[config.mk]
export PLATFORM = sky130hd
export DESIGN_NAME = coin_pulse_gen_flat
export DESIGN_NICKNAME = d
export VERILOG_FILES = /design/src/rtl/coin_pulse_gen_if.sv /design/src/rtl/coin_pulse_gen.sv /design/src/flat_wrapper.sv
export SDC_FILE = /design/constraint.sdc
export NUM_CORES = 1
export LEC_CHECK = 0
export ABC_CLOCK_PERIOD_IN_PS = 1520
export CORE_MARGIN = 2
export CORE_UTILIZATION = 47
export DETAILED_ROUTE_END_ITERATION = 6
export HOLD_SLACK_MARGIN = 0.1
export MAX_ROUTING_LAYER = met4
export PLACE_DENSITY = 0.69
export SLEW_MARGIN = 0
export SYNTH_ARGS = -nofsm -noshare
export SYNTH_HDL_FRONTEND = slang
export SYNTH_HIERARCHICAL = 1
export SYNTH_SLANG_ARGS = --single-unit
[constraint.sdc]
create_clock -name sys_clk -period 1.52 [get_ports sys_clk]
set_input_delay 0.228 -clock sys_clk [delete_from_list [all_inputs] [get_ports sys_clk]]
set_output_delay 0.228 -clock sys_clk [all_outputs]
set_load 0.005 [all_outputs]
[src/rtl/coin_pulse_gen_if.sv]
// Coin front-end bus: raw sensor lines in, conditioned coin pulses out.
interface coin_pulse_gen_if;
  logic raw_coin_one;
  logic raw_coin_half;
  logic po_money_one;
  logic po_money_half;
  logic po_coin_lost;

  modport master (
    output raw_coin_one, raw_coin_half,
    input  po_money_one, po_money_half, po_coin_lost
  );
  modport slave (
    input  raw_coin_one, raw_coin_half,
    output po_money_one, po_money_half, po_coin_lost
  );
endinterface

[src/rtl/coin_pulse_gen.sv]
// Coin sensor conditioner: sync + debounce per channel, then a one-pulse-per-coin
// arbiter that never presents two coins in the same cycle (1-yuan wins, 0.5 waits one cycle).

module coin_deb #(
  parameter int DEBOUNCE_CNT = 999_999,
  parameter int CNT_W        = $clog2(DEBOUNCE_CNT)
) (
  input  logic sys_clk,
  input  logic sys_rst_n,
  input  logic i_raw,
  output logic o_rise
);
  logic             r_s1, r_s2, r_deb, r_deb_d;
  logic [CNT_W-1:0] r_cnt;

  always_ff @(posedge sys_clk or negedge sys_rst_n) begin
    if (!sys_rst_n) begin
      r_s1    <= 1'b0;
      r_s2    <= 1'b0;
      r_deb   <= 1'b0;
      r_deb_d <= 1'b0;
      r_cnt   <= '0;
    end else begin
      r_s1    <= i_raw;
      r_s2    <= r_s1;
      r_deb_d <= r_deb;
      // any return to the accepted level restarts the stability window
      if (r_s2 == r_deb) begin
        r_cnt <= '0;
      end else if (r_cnt == CNT_W'(DEBOUNCE_CNT - 1)) begin
        r_deb <= r_s2;
        r_cnt <= '0;
      end else begin
        r_cnt <= r_cnt + 1'b1;
      end
    end
  end

  assign o_rise = r_deb & ~r_deb_d;
endmodule

module coin_pulse_gen #(
  parameter int DEBOUNCE_CNT = 999_999,
  parameter int CNT_W        = $clog2(DEBOUNCE_CNT)
) (
  input  logic             sys_clk,
  input  logic             sys_rst_n,
  coin_pulse_gen_if.slave  bus
);
  localparam int NUM_LANES = 2;  // lane 0 = 1 yuan, lane 1 = 0.5 yuan

  logic [NUM_LANES-1:0] w_raw, w_rise;
  logic                 w_cand_one, w_cand_half;
  logic                 r_pend_half, r_po_one, r_po_half, r_lost;

  assign w_raw = {bus.raw_coin_half, bus.raw_coin_one};

  for (genvar g = 0; g < NUM_LANES; g++) begin : g_lane
    coin_deb #(.DEBOUNCE_CNT(DEBOUNCE_CNT), .CNT_W(CNT_W)) u_deb (
      .sys_clk   (sys_clk),
      .sys_rst_n (sys_rst_n),
      .i_raw     (w_raw[g]),
      .o_rise    (w_rise[g])
    );
  end

  assign w_cand_one  = w_rise[0];
  assign w_cand_half = r_pend_half | w_rise[1];

  always_ff @(posedge sys_clk or negedge sys_rst_n) begin
    if (!sys_rst_n) begin
      r_pend_half <= 1'b0;
      r_po_one    <= 1'b0;
      r_po_half   <= 1'b0;
      r_lost      <= 1'b0;
    end else begin
      // a half coin arriving while one is already parked behind a 1-yuan pulse is dropped
      r_lost <= w_rise[1] & r_pend_half & w_cand_one;
      if (w_cand_one) begin
        r_po_one    <= 1'b1;
        r_po_half   <= 1'b0;
        r_pend_half <= w_cand_half;
      end else if (w_cand_half) begin
        r_po_one    <= 1'b0;
        r_po_half   <= 1'b1;
        r_pend_half <= 1'b0;
      end else begin
        r_po_one    <= 1'b0;
        r_po_half   <= 1'b0;
      end
    end
  end

  assign bus.po_money_one  = r_po_one;
  assign bus.po_money_half = r_po_half;
  assign bus.po_coin_lost  = r_lost;
endmodule

[src/flat_wrapper.sv]
// flat-port wrapper written by rule: the top's interface ports become plain ports
module coin_pulse_gen_flat 
#(
  parameter int DEBOUNCE_CNT = 999_999,
  parameter int CNT_W        = $clog2(DEBOUNCE_CNT)
)
  (sys_clk, sys_rst_n, bus_raw_coin_one, bus_raw_coin_half, bus_po_money_one, bus_po_money_half, bus_po_coin_lost);
  coin_pulse_gen_if bus_i ();
  input  logic sys_clk;
  input  logic sys_rst_n;
  input wire logic [$bits(bus_i.raw_coin_one)-1:0] bus_raw_coin_one;
  input wire logic [$bits(bus_i.raw_coin_half)-1:0] bus_raw_coin_half;
  output wire logic [$bits(bus_i.po_money_one)-1:0] bus_po_money_one;
  output wire logic [$bits(bus_i.po_money_half)-1:0] bus_po_money_half;
  output wire logic [$bits(bus_i.po_coin_lost)-1:0] bus_po_coin_lost;
  assign bus_i.raw_coin_one = bus_raw_coin_one;
  assign bus_i.raw_coin_half = bus_raw_coin_half;
  assign bus_po_money_one = bus_i.po_money_one;
  assign bus_po_money_half = bus_i.po_money_half;
  assign bus_po_coin_lost = bus_i.po_coin_lost;
  coin_pulse_gen #(.DEBOUNCE_CNT(DEBOUNCE_CNT), .CNT_W(CNT_W)) u_core (.sys_clk(sys_clk), .sys_rst_n(sys_rst_n), .bus(bus_i));
endmodule
==> metrics <==
status complete, but fails checks; violated checks negative setup slack; fraction of layout cells with a size suffix above 1 0.415; CTS Sinks 52; vias post-DR between 1,500 and 2,000; Worst-Skew Late Latency between 0.3 and 0.4 ns; clock-pin slew on the worst setup and hold paths around 0.10 ns; largest net degree at the start of global routing 53; Sequential cell area roughly 0.0013 mm^2; reg2reg start u_core/g_lane[0].u_deb/r_cnt[1]; CTS buffer count 5; power density over cell area a little over 700 mW/mm^2; vias per cell around 5.3; Pleak between 0.001 and 0.0015 uW; Final WS setup -0.134 ns; grt ovf 0; syn avg cell area ~11 um^2; vias in the first global route between 1,500 and 2,000; leading area contributor after synthesis dfrtp_1; fin area about 0.0034 mm^2; Root Driver clkbuf_8; pre-CTS setup slack -0.118 ns; CP required around 1.8 ns; Routed Antenna Nets 0; Max Root-Sink Buffers 2; DR pass1 iterations 4; syn nets 239; Top FF cell, synth dfrtp_1; hold wc startpoint bus_raw_coin_half; Area growth, synth to finish 37.6%; area of the die approximately 0.0058 mm^2; H-tree Lvls 2; detailed router's first-iteration violation count 68; Worst Path Arrival roughly 1.9 ns; crit-path max cell delay approximately 0.5 ns; die height 76.2 um; initial antenna violation count 0; Filler cells 393; Initial Util 0.482; minimum clock period after layout about 1.7 ns; DP Area 0.00293 mm^2; Yosys top cell area share 0.532; ys async rst share 1.00; DPL Wire Length between 3 and 4 mm; Critical Path, Cell by Cell nand4_1 -> or3_4 -> or4_4 -> a21oi_2; most instantiated cells after synthesis 52 x dfrtp_1, 38 x nor2_1, 22 x xnor2_1; cell with the most instances after synthesis dfrtp_1; reg2reg end u_core/g_lane[0].u_deb/r_cnt[19]; GRT Overall Usage 0.201; # setup viols final 37; WL per Instance about 15 um; EDFF count, synth 0; Ports 7; DRT Wirelength about 5.4 mm; number of distinct library cells after synthesis 33; Worst-Margin Slew a little under 0.4 ns; RSZ-0062 raised after global routing yes; Die W around 76 um; sequential element share of the synthesized area 0.532; worst relative slew slack 0.741; synthesized cell area roughly 0.0024 mm^2; CP max stage cell or4_4; CTS tree built; peak supply drop roughly 0.00047 V; Placement Rows 26; NumNets Final roughly 300; Reg2Reg Setup Slack -0.13 ns; Clock Skews between 0.007 and 0.008 ns; fin crit share 1.09; IO buf count 6; gpl congestion around 0.9; fin. max-slew vios 0; synth warn 6; synthesized instance count approximately 230; Setup CP Type flip-flop to flip-flop; reg2reg path depth 4; Setup crit end kind flip-flop; Cells on Worst Hold Path 1; hold slack 0.344 ns; synth top area cells dfrtp_1 53%, xnor2_1 7.9%, nor2_1 5.8%; first-pass GRT wire length 9.18 mm; Final Hold Fails 0; crit start category flip-flop; CORE AREA around 0.0051 mm^2; Worst Path Max Fanout 4; synthesis-stage register bit count between 50 and 60; setup TNS -2.77 ns; drt drc 0; hold crit path type input port to flip-flop; Fmax achieved between 0.6 and 0.7 GHz; # diodes 0; footprint of the multi-input gates between 0.001 and 0.0015 mm^2; Max-cap violations 0; Hold Path End u_core/g_lane[1].u_deb/r_s1
state kept, by name, summed over array words and instances, names as in the netlist:
signal	count
u_core/bus.po_coin_lost	1
u_core/bus.po_money_half	1
u_core/bus.po_money_one	1
u_core/g_lane.u_deb/r_cnt	40
u_core/g_lane.u_deb/r_deb	2
u_core/g_lane.u_deb/r_deb_d	2
u_core/g_lane.u_deb/r_s1	2
u_core/g_lane.u_deb/r_s2	2
u_core/r_pend_half	1
timing repair:
| action | 4_1_cts | 5_1_grt |
|---|---|---|
| hold endpoints to repair | 52 | 0 |
| cloned | 2 | 0 |
| buffers inserted | 6 | 3 |
| hold buffers | 1 | 0 |
| endpoints found under the setup margin | 42 | 42 |
| pin swaps | 24 | 20 |
| resized for setup | 34 | 34 |
area by class of cell:
cell class | instances | share of cell area
Tap cell | 70 | 0.0260
Multi-Input combinational cell | 165 | 0.387
Clock inverter | 3 | 0.00818
Timing Repair Buffer | 64 | 0.161
Sequential cell | 52 | 0.387
Clock buffer | 5 | 0.0204
Inverter | 10 | 0.0111
per-layer routing:
metal | vias up | share of wire | track usage
li1 | 939 | - | -
met1 | 961 | 0.44 | 0.247
met2 | 29 | 0.51 | 0.342
met3 | 11 | 0.024 | 0.0332
met4 | 0 | 0.019 | 0.0655
met5 | - | 0 | -
power by group:
group | total [uW] | internal, uW | leakage, uW | switching, uW
registers | 1410 | 1400 | 0.000711 | 14.5
logic | 159 | 73.0 | 0.000659 | 86.4
clock network | 832 | 339 | 0.0000463 | 493
total | 2410 | 1810 | 0.00142 | 594
critical path: cells and delay by family (launching register included):
| family | cells | cell delay [ns] |
|---|---|---|
| simple gates | 3 | 1.06 |
| compound gates | 1 | 0.12 |
| flops | 1 | 0.40 |
through the flow:
stage	total power, uW	instances	util
5_1_grt	2500	369	0.663
3_3_place_gp	1550	350	0.578
3_5_place_dp	1550	350	0.578
6_report	2410	369	0.663
4_1_cts	2410	367	0.633
2_1_floorplan	1490	231	-
cell families (layout without fill, tap and decap cells):
| family | Yosys count | count (layout) | share of synthesized area |
|---|---|---|---|
| fa+ha+maj | 4 | 4 | 0.0205 |
| mux | 2 | 2 | 0.00920 |
| xor+xnor | 30 | 30 | 0.107 |
| flops | 52 | 52 | 0.532 |
| buf+inv | 14 | 82 | 0.0245 |
| compound gates | 20 | 20 | 0.0491 |
| simple gates | 109 | 109 | 0.258 |
cell usage in the layout (no fill, tap or decap), types with 4 or more instances in the layout:
cell             Yosys  final
a21oi_1              8      5
buf_4                2     50
buf_6                0      4
clkbuf_8             0      5
clkdlybuf4s50_1      0      5
dfrtp_1             52     51
inv_1               10     10
nand2_1              4      4
nand3_1             12     11
nand4_1             14     14
nor2_1              38     18
nor2_2               0     13
nor2_4               0      7
nor3_1               4      4
nor4_1               8      4
or3_4                2      5
xnor2_1             22     21
xor2_1               8      8
worst max-delay path by stage:
stage,from,end,slack [ns]
after global routing,u_core/g_lane[0].u_deb/r_cnt[0],u_core/g_lane[0].u_deb/r_cnt[6],-0.22
after detailed placement,u_core/g_lane[0].u_deb/r_cnt[1],u_core/g_lane[0].u_deb/r_cnt[19],-0.12
after floorplan,u_core/g_lane[0].u_deb/r_cnt[2],u_core/g_lane[0].u_deb/r_cnt[19],-0.11
after global placement,u_core/g_lane[0].u_deb/r_cnt[0],u_core/g_lane[0].u_deb/r_cnt[5],-0.09
after CTS,u_core/g_lane[0].u_deb/r_cnt[6],u_core/g_lane[0].u_deb/r_cnt[19],-0.11
final,u_core/g_lane[0].u_deb/r_cnt[1],u_core/g_lane[0].u_deb/r_cnt[19],-0.13
Note: power is estimated with default switching activity, not from simulation.
